[config.mk]
export PLATFORM = sky130hd
export DESIGN_NAME = cpu_ctrl
export DESIGN_NICKNAME = d
export VERILOG_FILES = /design/src/rtl/cpu_ctrl.sv
export SDC_FILE = /design/constraint.sdc
export NUM_CORES = 1
export LEC_CHECK = 0
export ABC_AREA = 0
export CAP_MARGIN = 20
export CORE_MARGIN = 8
export CORE_UTILIZATION = 40
export DETAILED_ROUTE_END_ITERATION = 6
export PLACE_DENSITY = 0.72
export SYNTH_ARGS = -nofsm -noshare
export SYNTH_HDL_FRONTEND = slang
export SYNTH_SLANG_ARGS = --single-unit
export TNS_END_PERCENT = 50
[constraint.sdc]
create_clock -name clk -period 2.15 [get_ports clk]
set_clock_uncertainty 0.05 [all_clocks]
set_input_delay 0.3225 -clock clk [delete_from_list [all_inputs] [get_ports clk]]
set_output_delay 0.3225 -clock clk [all_outputs]
set_load 0.005 [all_outputs]
[src/rtl/cpu_ctrl.sv]
// Instruction-fetch and register-move controller: fetches a byte into IR, then
// executes MOVE (reg -> reg) or MOVI (imm -> reg) against an external register file.
module cpu_ctrl #(
    parameter int unsigned DW  = 8,
    parameter int unsigned TMO = 15
) (
    input  logic          clk,
    input  logic          reset,
    input  logic          fetch,
    input  logic          start_move,
    input  logic          start_movi,
    input  logic [7:0]    mem_data,
    input  logic          mem_ready,
    output logic          mem_rd,
    output logic          pc_inc,
    output logic [7:0]    ir,
    output logic [1:0]    rf_raddr,
    output logic [1:0]    rf_waddr,
    output logic          rf_we,
    output logic          bus_sel,
    output logic [DW-1:0] imm_out,
    output logic          busy,
    output logic          done,
    output logic          err
);

    typedef enum logic [2:0] {
        StIdle,
        StFetch,
        StMemWait,
        StMoveRd,
        StMoveWr,
        StMoviWr,
        StDone
    } state_e;

    // Last MEM_WAIT cycle that may still see mem_ready before timing out.
    localparam logic [7:0] TmoLast = 8'(TMO - 1);

    state_e     state_q, state_d;
    logic       fetch_pend_q, fetch_pend_d;
    logic       move_pend_q, move_pend_d;
    logic       movi_pend_q, movi_pend_d;
    logic [7:0] wait_cnt_q, wait_cnt_d;
    logic [7:0] ir_q, ir_d;
    logic       err_q, err_d;
    logic       pc_inc_q, pc_inc_d;

    logic fetch_eff, move_eff, movi_eff;

    always_ff @(posedge clk) begin
        if (!reset) begin
            state_q      <= StIdle;
            fetch_pend_q <= 1'b0;
            move_pend_q  <= 1'b0;
            movi_pend_q  <= 1'b0;
            wait_cnt_q   <= 8'd0;
            ir_q         <= 8'd0;
            err_q        <= 1'b0;
            pc_inc_q     <= 1'b0;
        end else begin
            state_q      <= state_d;
            fetch_pend_q <= fetch_pend_d;
            move_pend_q  <= move_pend_d;
            movi_pend_q  <= movi_pend_d;
            wait_cnt_q   <= wait_cnt_d;
            ir_q         <= ir_d;
            err_q        <= err_d;
            pc_inc_q     <= pc_inc_d;
        end
    end

    // A request seen in IDLE is treated as if its pending flag were already set.
    assign fetch_eff = fetch_pend_q | fetch;
    assign move_eff  = move_pend_q | start_move;
    assign movi_eff  = movi_pend_q | start_movi;

    always_comb begin
        state_d      = state_q;
        fetch_pend_d = fetch_eff;
        move_pend_d  = move_eff;
        movi_pend_d  = movi_eff;
        wait_cnt_d   = wait_cnt_q;
        ir_d         = ir_q;
        err_d        = err_q;
        pc_inc_d     = 1'b0;

        unique case (state_q)
            StIdle: begin
                if (fetch_eff) begin
                    state_d      = StFetch;
                    fetch_pend_d = 1'b0;
                end else if (move_eff) begin
                    state_d     = StMoveRd;
                    move_pend_d = 1'b0;
                end else if (movi_eff) begin
                    state_d     = StMoviWr;
                    movi_pend_d = 1'b0;
                end
            end
            StFetch: begin
                state_d    = StMemWait;
                wait_cnt_d = 8'd0;
            end
            StMemWait: begin
                wait_cnt_d = wait_cnt_q + 8'd1;
                if (mem_ready) begin
                    ir_d     = mem_data;
                    pc_inc_d = 1'b1;
                    state_d  = StDone;
                end else if (wait_cnt_q == TmoLast) begin
                    err_d   = 1'b1;
                    state_d = StDone;
                end
            end
            StMoveRd: state_d = StMoveWr;
            StMoveWr: state_d = StDone;
            StMoviWr: state_d = StDone;
            StDone:   state_d = StIdle;
            default:  state_d = StIdle;
        endcase
    end

    // Outputs decode from registered state only; no input reaches an output combinationally.
    always_comb begin
        mem_rd   = (state_q == StFetch) || (state_q == StMemWait);
        busy     = (state_q != StIdle);
        done     = (state_q == StDone);
        rf_we    = (state_q == StMoveWr) || (state_q == StMoviWr);
        bus_sel  = (state_q == StMoviWr);
        rf_raddr = 2'd0;
        rf_waddr = 2'd0;
        if ((state_q == StMoveRd) || (state_q == StMoveWr)) begin
            rf_raddr = ir_q[5:4];
        end
        if (rf_we) begin
            rf_waddr = ir_q[7:6];
        end
    end

    assign imm_out = DW'(ir_q[3:0]);
    assign ir      = ir_q;
    assign err     = err_q;
    assign pc_inc  = pc_inc_q;

endmodule

==> metrics.md <==
| Metric | Value |
|---|---|
| Drt via density | 5.33 |
| # port buffers | 36 |
| Avg WL per Cell | around 16 µm |
| Setup TNS | 0 ns |
| Area contributors post-synth | dfxtp_1 (41%), mux2i_1 (8.6%), buf_4 (5.1%), nor2_1 (4.5%), and2_1 (3.7%) |
| Core region area | roughly 0.0028 mm² |
| Vias in the first global route | around 1100 |
| Area after DPL | roughly 0.0016 mm² |
| Post-synth EDFFs | 0 |
| Post-route minimum period | 1.99 ns |
| Synth warnings | 0 |
| Antenna-violating nets left | 0 |
| Antenna violations before repair | 0 |
| # H-tree levels | 1 |
| FF+latch count, synth | 24 |
| Post-synth ARST share | 0 |
| Top_reg_cell synth | dfxtp_1 |
| Max-Cap Viols | 0 |
| Hold WC Path Type | reg2reg |
| Top-area cell type share of the netlist area | 0.411 |
| Period utilization | 0.926 |
| Avg Cell Area, Syn | just under 9 µm² |
| Synth Instances | 131 |
| Maximum fanout along the worst path | 6 |
| RePlAce Congestion | just under 0.8 |
| VDD IR max | between 0.5 and 0.6 mV |
| Drt drc | 0 |
| CTS Buffer Depth | 2 |
| R2R setup slack | 0.40 ns |
| Num Clock Sinks | 24 |
| GRT overflow | 0 |
| Outcome | finished, final reports clean |
| Yosys top cell by area | dfxtp_1 |
| Largest net degree at the start of global routing | 19 |
| Drt pass-1 iters | 4 |
| Final Hold Viols | 0 |
| Width of the chip | ~70 µm |
| Starting Density | 0.424 |
| Fraction of layout cells with a size suffix above 1 | 0.145 |
| Die H | around 70 µm |
| Sequential-to-total area share from yosys stat | 0.411 |
| DP Wirelength | around 2400 µm |
| Worst Path Required | 1.78 ns |
| Layout Utilization | 0.603 |
| Startpoint types | flop |
| Distinct cells, synth | 39 |
| Pleak | between 0.6 and 0.7 nW |
| CTS Root Buffer Type | clkbuf_4 |
| CTS tree | yes |
| Design Area, Final | ~0.0017 mm² |
| Pwr dens | between 800 and 900 mW/mm² |
| Synthesized cell area | 0.00117 mm² |
| Clk_lat worst skew | ~0.32 ns |
| Final WL | around 3200 µm |
| Crit path capture type | output port |
| Fillers | 249 |
| Row Count | 19 |
| GRT Resource Usage Total | 0.129 |
| Area grow syn2layout | 42.0% |
| RSZ-0062 raised after global routing | no |
| Crit Path Class | reg2out |
| Global-route wire length before repair | 5280 µm |
| Total CTS buffers | 3 |
| 1st-iter DRT viols | 32 |
| Fmax achieved | 0.502 GHz |
| Final Max Tran Viols | 0 |
| Die area | 0.00491 mm² |
| Diode count | 0 |
| Total vias in the final route | around 1100 |
| Worst-path clk slew | 0.14 ns |
| I/O pin cnt | slightly above 40 |
| WP data arrival | 1.62 ns |
| Cts hold-fix bufs | 0 |
| Final setup violation count | 0 |
| Final net count | approximately 190 |
report_power, final:
part	switching [mW]	leakage, nW	internal [mW]
Clock	0.143	0.0279	0.189
Sequential	0.0575	0.197	0.503
Combinational	0.249	0.427	0.313
Total	0.449	0.651	1.01
Yosys cell counts, types with 3 or more instances:
master,instances
buf_2,3
mux2i_1,10
clkbuf_1,3
dfxtp_1,24
and2_1,7
nor2_1,14
a311oi_1,4
nand2b_1,4
a21oi_1,4
buf_4,8
nand2_1,7
nand3_1,6
cells by family (layout without fill, tap and decap cells):
group                    after synthesis  count (layout)  synth area share
AND/OR/NAND/NOR                       56              56             0.263
buffers and inverters                 18              56            0.0877
multiplexers                          11              11            0.0952
other                                  1               4           0.00321
AO/OA/AOI/OAI                         19              19             0.119
adder cells (fa/ha/maj)                2               2            0.0214
flip-flops                            24              24             0.411
per-layer routing:
metal | vias to the layer above | GRT usage | share of wire
li1 | 534 | - | -
met1 | 522 | 0.147 | 0.44
met2 | 22 | 0.231 | 0.51
met3 | 4 | 0.0240 | 0.030
met4 | 0 | 0.0469 | 0.014
met5 | - | 0 | 0
path summary, 6_finish.rpt:
| kind | cells after the start | from | endpoint |
|---|---|---|---|
| worst min register to register | 2 | wait_cnt_q[7] | wait_cnt_q[7] |
| worst max-delay path | 4 | state_q[1] | busy |
| worst max register to register | 4 | state_q[1] | wait_cnt_q[5] |
| worst min-delay path | 2 | wait_cnt_q[7] | wait_cnt_q[7] |
registers in the layout (all words and copies together), names as in the netlist:
signal / flops
err: 1
move_pend_q: 1
ir: 8
state_q: 3
wait_cnt_q: 8
movi_pend_q: 1
fetch_pend_q: 1
pc_inc: 1
final cells by class:
class	instances	area, µm²	area share
Clock inverter	1	30.0	0.0181
Tap cell	31	38.8	0.0233
Inverter	3	11.3	0.00678
Sequential cell	24	487	0.293
Timing Repair Buffer	49	458	0.276
Multi-Input combinational cell	92	614	0.370
Clock buffer	3	22.5	0.0136
what timing repair did:
item,4_1_cts,5_1_grt
setup buffers,4,0
pin swaps,1,0
gates resized for setup,10,1
setup endpoints to repair,3,1
worst max-delay path, cell delays in order (launching register included):
cell	delay, ns
dfxtp_4	0.39
buf_4	0.14
nor3_1	0.22
inv_1	0.09
clkdlybuf4s50_1	0.45
cells in the final DEF, fill, tap and decap left out, types with 2 or more instances in the layout:
cell type,Yosys,final
clkdlybuf4s50_1,0,33
nand2b_1,4,4
dfxtp_1,24,21
clkbuf_4,0,3
ha_1,2,2
a21oi_1,4,4
buf_4,8,11
nand3_1,6,6
a31oi_1,2,2
nor4b_1,2,2
mux2i_1,10,10
nor4_1,2,2
inv_1,2,2
dlygate4sd2_1,0,2
nor2_1,14,14
dfxtp_2,0,2
nand4_1,2,2
nand2_1,7,6
and2_1,7,7
a311oi_1,4,4
nor3_1,2,2
a211oi_1,2,2
conb_1,1,4
per-stage QoR:
step | hold WS (ns) | cells | setup slack [ns] | power (mW)
after floorplan | 0.394 | 134 | 0.606 | 0.830
after global placement | 0.403 | 195 | 0.219 | 1.05
after detailed placement | 0.410 | 195 | 0.178 | 1.07
after CTS | 0.452 | 203 | 0.0130 | 1.46
after global routing | 0.468 | 203 | 0.0793 | 1.53
final | 0.451 | 203 | 0.160 | 1.45
Note: power is estimated with default switching activity, not from simulation.
